===== config.mk =====
export PLATFORM = sky130hd
export DESIGN_NAME = nes_multi_controller
export DESIGN_NICKNAME = d
export VERILOG_FILES = /design/src/rtl/nes_multi_controller.sv
export SDC_FILE = /design/constraint.sdc
export NUM_CORES = 1
export LEC_CHECK = 0
export ABC_AREA = 1
export CAP_MARGIN = 40
export CORE_UTILIZATION = 53
export CTS_CLUSTER_DIAMETER = 150
export DETAILED_ROUTE_END_ITERATION = 6
export PLACE_DENSITY = 0.86
export SYNTH_ARGS = -nofsm -noshare
export SYNTH_HDL_FRONTEND = slang
export SYNTH_SLANG_ARGS = --single-unit
export TNS_END_PERCENT = 10

===== constraint.sdc =====
create_clock -name clk -period 1.85 [get_ports clk]
set_input_delay 0.4625 -clock clk [delete_from_list [all_inputs] [get_ports clk]]
set_output_delay 0.4625 -clock clk [all_outputs]
set_load 0.05 [all_outputs]

===== src/rtl/nes_multi_controller.sv =====
// Polls 1..NUM_PADS NES/SNES pads over a shared latch/clock and captures their serial data.
// Define NES_MULTI_EDGE_EN to enable the o_pressed newly-pressed flags (tied to 0 otherwise).
module nes_multi_controller #(
    parameter int CYCLES_PER_PULSE = 150,
    parameter int NUM_PADS         = 2,
    parameter int BITS_PER_PAD     = 8,
    parameter int AUTO_POLL_CYCLES = 0
) (
    input  logic                             clk,
    input  logic                             i_rst_n,
    input  logic                             i_read_buttons,
    output logic                             o_busy,
    output logic                             o_valid,
    output logic [NUM_PADS*BITS_PER_PAD-1:0] o_buttons,
    output logic [NUM_PADS*BITS_PER_PAD-1:0] o_pressed,
    input  logic [NUM_PADS-1:0]              i_controller_data,
    output logic                             o_controller_latch,
    output logic                             o_controller_clock
);
    localparam int P     = CYCLES_PER_PULSE;
    localparam int W     = NUM_PADS * BITS_PER_PAD;
    localparam int PH_W  = $clog2(2 * P);
    localparam int BIT_W = $clog2(BITS_PER_PAD);

    localparam logic [PH_W-1:0]  PH_LAST       = PH_W'(2 * P - 1);
    localparam logic [PH_W-1:0]  PH_HALF       = PH_W'(P);
    localparam logic [PH_W-1:0]  PH_LATCH_LAST = PH_W'(P - 1);
    localparam logic [PH_W-1:0]  PH_SAMPLE     = PH_W'(P + P / 2 - 1);
    localparam logic [BIT_W-1:0] BIT_LAST      = BIT_W'(BITS_PER_PAD - 1);

    typedef enum logic [1:0] {IDLE = 2'd0, LATCH = 2'd1, SHIFT = 2'd2, DONE = 2'd3} state_t;

    state_t           state_q, state_d;
    logic [PH_W-1:0]  phase_q, phase_d;
    logic [BIT_W-1:0] bit_q, bit_d;
    logic [W-1:0]     shadow_q, shadow_d;
    logic [W-1:0]     buttons_q, buttons_d;
    logic             auto_tick;
    logic             start;
    logic             sample;
    logic             finish;

    // phase_q is the offset inside the current 2P-cycle bit slot; slot 0 spans the latch pulse
    always_comb begin
        state_d = state_q;
        phase_d = phase_q;
        bit_d   = bit_q;
        start   = 1'b0;
        sample  = 1'b0;
        finish  = 1'b0;
        case (state_q)
            IDLE: begin
                if (i_read_buttons || auto_tick) begin
                    state_d = LATCH;
                    phase_d = '0;
                    bit_d   = '0;
                    start   = 1'b1;
                end
            end
            LATCH: begin
                phase_d = phase_q + PH_W'(1);
                if (phase_q == PH_LATCH_LAST) state_d = SHIFT;
            end
            SHIFT: begin
                sample = (phase_q == PH_SAMPLE);
                if (phase_q == PH_LAST) begin
                    phase_d = '0;
                    if (bit_q == BIT_LAST) begin
                        finish  = 1'b1;
                        state_d = DONE;
                    end else begin
                        bit_d = bit_q + BIT_W'(1);
                    end
                end else begin
                    phase_d = phase_q + PH_W'(1);
                end
            end
            DONE:    state_d = IDLE;
            default: state_d = IDLE;
        endcase
    end

    // First serial bit ends up at the MSB of each pad field; pad data is active-low
    always_comb begin
        shadow_d = shadow_q;
        if (start) begin
            shadow_d = '0;
        end else if (sample) begin
            for (int p = 0; p < NUM_PADS; p++) begin
                shadow_d[p*BITS_PER_PAD +: BITS_PER_PAD] =
                    {shadow_q[p*BITS_PER_PAD +: BITS_PER_PAD-1], ~i_controller_data[p]};
            end
        end
    end

    always_comb begin
        buttons_d = buttons_q;
        if (finish) buttons_d = shadow_q;
    end

    always_ff @(posedge clk or negedge i_rst_n) begin
        if (!i_rst_n) begin
            state_q   <= IDLE;
            phase_q   <= '0;
            bit_q     <= '0;
            shadow_q  <= '0;
            buttons_q <= '0;
        end else begin
            state_q   <= state_d;
            phase_q   <= phase_d;
            bit_q     <= bit_d;
            shadow_q  <= shadow_d;
            buttons_q <= buttons_d;
        end
    end

    generate
        if (AUTO_POLL_CYCLES > 0) begin : g_auto
            localparam int AW = $clog2(AUTO_POLL_CYCLES);
            localparam logic [AW-1:0] POLL_LAST = AW'(AUTO_POLL_CYCLES - 1);
            logic [AW-1:0] poll_cnt_q, poll_cnt_d;
            logic          tick_q, tick_d;

            // registered tick lands exactly AUTO_POLL_CYCLES cycles after reset release
            always_comb begin
                tick_d     = (poll_cnt_q == POLL_LAST);
                poll_cnt_d = tick_d ? '0 : poll_cnt_q + AW'(1);
            end

            always_ff @(posedge clk or negedge i_rst_n) begin
                if (!i_rst_n) begin
                    poll_cnt_q <= '0;
                    tick_q     <= 1'b0;
                end else begin
                    poll_cnt_q <= poll_cnt_d;
                    tick_q     <= tick_d;
                end
            end
            assign auto_tick = tick_q;
        end else begin : g_no_auto
            assign auto_tick = 1'b0;
        end
    endgenerate

`ifdef NES_MULTI_EDGE_EN
    logic [W-1:0] pressed_q, pressed_d;

    always_comb begin
        pressed_d = pressed_q;
        if (finish) pressed_d = shadow_q & ~buttons_q;
    end

    always_ff @(posedge clk or negedge i_rst_n) begin
        if (!i_rst_n) pressed_q <= '0;
        else          pressed_q <= pressed_d;
    end
    assign o_pressed = pressed_q;
`else
    assign o_pressed = '0;
`endif

    assign o_controller_latch = (state_q == LATCH);
    assign o_controller_clock = !((state_q == SHIFT) && (bit_q != '0) && (phase_q < PH_HALF));
    assign o_busy             = (state_q != IDLE);
    assign o_valid            = (state_q == DONE);
    assign o_buttons          = buttons_q;

endmodule

==> results.cfg <==
[setup_path]
slowest_stage = dfrtp_1
r2r-end = bit_q[0]
worstRegToRegCells = 8
critPathArrivalTime_ns = 1.38
cpPeakStageDelay_ns = 0.38
crit_type = flip-flop to primary output
rrSetupSlack_ns = 0.05
worstPathRequired_ns = 1.39
cp_cell_sequence = nand2_2, o211ai_1, nand2_1, o211ai_1, buf_4
crit_top_cell = o211ai_1
rr_startpoint = bit_q[1]
worstPathMaxFanout = 3
cp-end-kind = primary output
start_kind = flip-flop

[final_layout]
layout-drive-gt1-share = 0.222
diodes = 0
n_fill_cell = 353
num-nets-final = 339
syn_to_final_growth_pct = 19.7
final_area_sq_um = 2900

[cts]
cts.clk_slew.worst_paths_ns = 0.09
cts_made_buffers = 5
cts_root_buffer = clkbuf_8
cts_tree = done
clkSinkCount = 46
clockBufferDepth = 2
htreeDepth = 2
hold_buffers = 0
clock_latency_ns = 0.31

[floorplan]
ios = 41
initial_core_util = 0.553
die_h_um = 69.7
die-area_sq_um = 4850
die_w_um = 69.7
core_sq_um = 4380
row_count = 24

[route]
viasPerCell = 5.11
wl_per_cell_um = 12.7
drtIter0Drc = 179
first_pass_iters = 4
drtAntennaViolNets = 0
drc = 0
vias = 1926
routed_wl_um = 4800

[run_status]
status = finished clean

[logic_synthesis]
ys_ff_latch = 46
synth_cell_types = 23
yosys_warnings = 0
avgSynthCellArea_sq_um = 8.57
yosysSeqAreaShare = 0.474
synthFlopType = dfrtp_1
synthArstFlopShare = 1.00
syn_area_sq_um = 2430
synthCells = 283
synth_edf_count = 0

[placement]
placed_area_sq_um = 2670
gp_congestion = 0.807
post-dp-hpwl_um = 3260
portBuffers = 24

[sta]
setup_viol = 0
finalCriticalPeriod_ns = 1.84
drv_slew = 0
fmax_mhz = 544
rsz0062_at_grt = true
final-hold-violation-count = 0
hold_slack_ns = 0.101
period_share = 0.995
fin_worst_skew_ns = 0.0128

[power]
p_leak_nw = 1.43
vdd_drop_max_mv = 1.28
p_per_area_nw_per_um2 = 1110

[job]
maxCapViolations = 0

[global_route]
grt_pass1_vias = 1832
grtUsageTotal = 0.205
gr-total-overflow = 0
grt_pass1_wl_um = 7880
grt_start_max_net_pins = 33
antenna_found_initial = 0

[min_path]
worst_hold_path_type = input pin to asynchronous set/reset pin
## logic make-up (layout without fill, tap and decap cells)
| logic type | Yosys count | count (layout) | share of synthesized area |
|---|---|---|---|
| AO/OA/AOI/OAI | 44 | 44 | 0.111 |
| other | 1 | 16 | 0.00155 |
| flip-flops | 46 | 46 | 0.474 |
| adder cells (fa/ha/maj) | 10 | 10 | 0.0516 |
| XOR/XNOR | 4 | 4 | 0.0144 |
| buffers and inverters | 62 | 89 | 0.131 |
| AND/OR/NAND/NOR | 116 | 116 | 0.216 |
## flip-flops by register name (all words and copies together), names as in the netlist
register	count
bit_q	3
state_q	2
shadow_q	16
phase_q	9
o_buttons	16
## stage by stage
step	util	std cells	TNS, ns	setup slack (ns)	power, mW
after floorplan	-	298	-0.00992	-0.00992	2.05
after global placement	0.609	356	0	0.134	2.34
after detailed placement	0.609	356	0	0.0885	2.37
after CTS	0.649	374	0	0.00306	3.11
after global routing	0.662	377	-0.0987	-0.0493	3.40
final	0.662	377	0	0.0101	3.21
## worst max path at each step
| stage | cells past startpoint | endpoint | startpoint |
|---|---|---|---|
| 6_report | 5 | o_controller_clock | phase_q[1] |
| 5_1_grt | 5 | o_controller_clock | phase_q[1] |
| 3_5_place_dp | 6 | phase_q[6] | i_read_buttons |
| 4_1_cts | 5 | o_controller_clock | state_q[1] |
| 2_1_floorplan | 6 | o_controller_clock | state_q[0] |
| 3_3_place_gp | 7 | phase_q[5] | i_read_buttons |
## cells in the final DEF (no fill, tap or decap)
master and instances:
nand2_1 64, inv_4 1, clkbuf_1 1, o21ai_0 17, clkbuf_8 5, nand3_2 2, dfrtp_1 44, a21oi_1 6
o21ai_1 1, clkinv_2 1, buf_12 5, inv_2 6, dfrtp_2 2, clkinv_4 1, or2_2 2, buf_4 33
ha_4 2, nand2_2 7, nor2_4 2, nor3_4 1, conb_1 16, clkdlybuf4s50_1 3, o21a_1 16, nand4_1 15
o211ai_1 4, nand3_1 11, ha_1 8, buf_2 1, nor2_1 11, inv_1 32, nor2_2 1, xor2_1 4
## repair_timing
| action | 4_1_cts | 5_1_grt |
|---|---|---|
| resized for setup | 4 | 12 |
| pin swaps | 1 | 5 |
| setup endpoints to repair | 1 | 17 |
| setup buffers | 10 | 3 |
## critical path: cells and delay by family (launching register included)
kind | cells | cell delay [ns]
AO/OA/AOI/OAI | 2 | 0.29
flip-flops | 1 | 0.38
buffers and inverters | 1 | 0.23
AND/OR/NAND/NOR | 2 | 0.17
## area by class of cell
type | count | area, sq um | area share
Clock buffer | 6 | 72.6 | 0.0250
Clock inverter | 2 | 13.8 | 0.00474
Inverter | 39 | 149 | 0.0513
Multi-Input combinational cell | 190 | 1070 | 0.368
Sequential cell | 46 | 1150 | 0.397
Tap cell | 52 | 65.1 | 0.0224
Timing Repair Buffer | 42 | 383 | 0.132
## power breakdown
part | internal, mW | total (mW) | switching [mW]
registers | 1.07 | 1.13 | 0.0567
clock network | 0.267 | 0.613 | 0.346
logic | 0.532 | 1.47 | 0.941
total | 1.87 | 3.21 | 1.34
## routing by layer
metal / share of wire / routed length (um) / track usage / vias to the layer above
li1: - / - / - / 959
met1: 0.42 / 2010 / 0.243 / 915
met2: 0.52 / 2510 / 0.366 / 47
met3: 0.047 / 226 / 0.0523 / 5
met4: 0.011 / 55 / 0.0578 / 0
met5: 0 / 0 / 0 / -
## synthesized netlist by cell type (2+ instances only)
master,count,area [sq um]
a21oi_1,6,30.0
buf_2,2,10.0
buf_4,18,135
buf_6,2,22.5
dfrtp_1,46,1150
ha_1,10,125
inv_1,38,143
nand2_1,65,244
nand2_2,6,37.5
nand3_1,13,65.1
nand4_1,15,93.8
nor2_1,13,48.8
o211ai_1,4,30.0
o21a_1,16,120
o21ai_0,17,85.1
or2_2,2,12.5
xor2_1,4,35.0
Note: power is estimated with default switching activity, not from simulation.
==> patch, RTL diff (same flow settings) <==
The option `NES_MULTI_EDGE_EN` is turned on by a define.
--- a/src/rtl/nes_multi_controller.sv
+++ b/src/rtl/nes_multi_controller.sv
@@ -1,5 +1,7 @@
 // Polls 1..NUM_PADS NES/SNES pads over a shared latch/clock and captures their serial data.
 // Define NES_MULTI_EDGE_EN to enable the o_pressed newly-pressed flags (tied to 0 otherwise).
+`define NES_MULTI_EDGE_EN
+
 module nes_multi_controller #(
     parameter int CYCLES_PER_PULSE = 150,
     parameter int NUM_PADS         = 2,
Behaviour: same outputs for any inputs over 10 cycles, from zero or initial values and one cycle with i_rst_n low; that may be too few to reach the edited logic, so the function may still have changed.
==> patch against the unedited design <==
  * The flow now finishes with violations (design-rule violations, negative setup slack)
  * Maximum frequency down 5.1%
  * Via count up 29%
  * Wire length up 28%
  * Utilization up 4.1 points
  * Final area up 33%
  * Synthesized area up 24%
  * Hold slack better by 0.029 ns
  * Sequential share of layout area up 0.39 points
  * Sequential cell count up 16
  * Total power up 35%
  * Worst setup slack worse by 0.099 ns
  * Critical endpoint unchanged
  * Largest cell class unchanged
  * Highest routed layer unchanged
==> patch: results (changes against the unedited design) <==
[outcome]
status = finished, violations left
violations = design-rule violations, negative setup slack

[sta]
fin_setup_tns_ns = -0.0884  ; -0.0884 ns
clock_skew_ns = 0.00669  ; -0.00613 ns
fin_ws_ns = -0.0884  ; -0.0986 ns
finalSetupViolations = 1  ; +1

[global_route]
grt_pass1_wl_mm = 10.6  ; +34%
grt_max_degree = 63  ; +91%
track_usage_pct = 22.8  ; +2.4 points
grt_pass1_vias = 2502  ; +37%

[power]
p_leak_nw = 2.16  ; +51%
vdd_drop_max_mv = 1.36  ; +6.1%
p_sw_w = 0.00152  ; +13%

[synth]
synthTopCellsByCount = nand2_1 (140), dfrtp_1 (62), inv_1 (32)
synthTopCellsByArea = dfrtp_1 (51%), nand2_1 (17%), ha_1 (4.6%)
synth_seq_area_share_pct = 51.5  ; +4.0 points
synth_compound_area_share_pct = 7.43  ; -3.7 points
synthXorXnorAreaFrac_pct = 0.291  ; -1.2 points

[route]
viasPerCell = 5.00  ; -2.1%
drt-wirelength-per-cell_um = 12.3  ; -3.1%
first_iter_violations = 155  ; -13%
drc = 2  ; +2

[critical_path]
r2r-end = phase_q[2]
r2r-start = phase_q[1]
rrSetupSlack_ns = 0.16  ; +0.11 ns
r2r_cells = 9  ; +1

[cts]
htreeDepth = 3  ; +1
clock_latency_ns = 0.34  ; +0.03 ns

[place]
place_congestion = 0.867  ; +7.3%
dp_worst_setup_slack_ns = 0.0583  ; -0.0301 ns
port_buffers = 40  ; +67%

==> patch: per-stage QoR <==
step / hold WS [ns] / area, um2 / power, W / util [%] / instances
after floorplan: 0.167 / 3020 / 0.00235 / - / 354
after global placement: 0.460 / 3520 / 0.00285 / 64.0 / 472
after detailed placement: 0.471 / 3520 / 0.00289 / 64.0 / 472
after CTS: 0.134 / 3850 / 0.00436 / 69.8 / 495
after global routing: 0.149 / 3870 / 0.00459 / 70.3 / 498
final: 0.130 / 3870 / 0.00434 / 70.3 / 498
==> patch: worst max path at each step <==
stage          slack, ns  cells past startpoint            from            endpoint
2_1_floorplan      -0.04                      4      phase_q[2]  o_controller_clock
3_3_place_gp        0.10                      9  i_read_buttons          phase_q[8]
3_5_place_dp        0.06                      9  i_read_buttons          phase_q[8]
4_1_cts            -0.14                      5      phase_q[4]  o_controller_clock
5_1_grt            -0.13                      5      phase_q[4]  o_controller_clock
6_report           -0.09                      5      phase_q[4]  o_controller_clock
==> patch: cell type report <==
class | count | share of cell area (%)
Sequential cell | 62 | 40.1
Timing Repair Buffer | 63 | 14.5
Clock buffer | 10 | 3.30
Clock inverter | 6 | 2.23
Multi-Input combinational cell | 249 | 34.0
Tap cell | 72 | 2.33
Inverter | 36 | 3.56
==> patch: worst max-delay path: cells and delay by family (launching register included) <==
| kind | cells | cell delay (ns) |
|---|---|---|
| buffers and inverters | 1 | 0.23 |
| AOI/OAI and AO/OA | 1 | 0.28 |
| and+or+nand+nor | 3 | 0.22 |
| DFF | 1 | 0.39 |
==> patch: logic make-up (layout without fill, tap and decap cells) <==
family,Yosys count,in the layout
AOI/OAI and AO/OA,34,34
buffers and inverters,43,115
DFF,62,62
adders and majority gates,11,11
and+or+nand+nor,203,203
xor gates and xnor gates,1,1
==> patch: what timing repair did <==
item,in CTS,in global routing
pin swaps,4,3
endpoints found under the setup margin,2,5
setup buffers,7,3
resized for setup,13,7
==> patch: metal layers <==
metal,part of all wire (%),GRT usage [%]
met1,42,26.2
met2,53,40.3
met3,4.3,5.18
met4,1.5,10.6
met5,0,0
==> patch: power groups by stage <==
stage / registers (W) / logic, W / clock network [W]
CTS: 0.00149 / 0.00156 / 0.00131
global route: 0.00150 / 0.00171 / 0.00138
global placement: 0.00152 / 0.00133 / 0
detailed placement: 0.00152 / 0.00137 / 0
finish: 0.00149 / 0.00156 / 0.00129
floorplan: 0.00151 / 0.000840 / 0
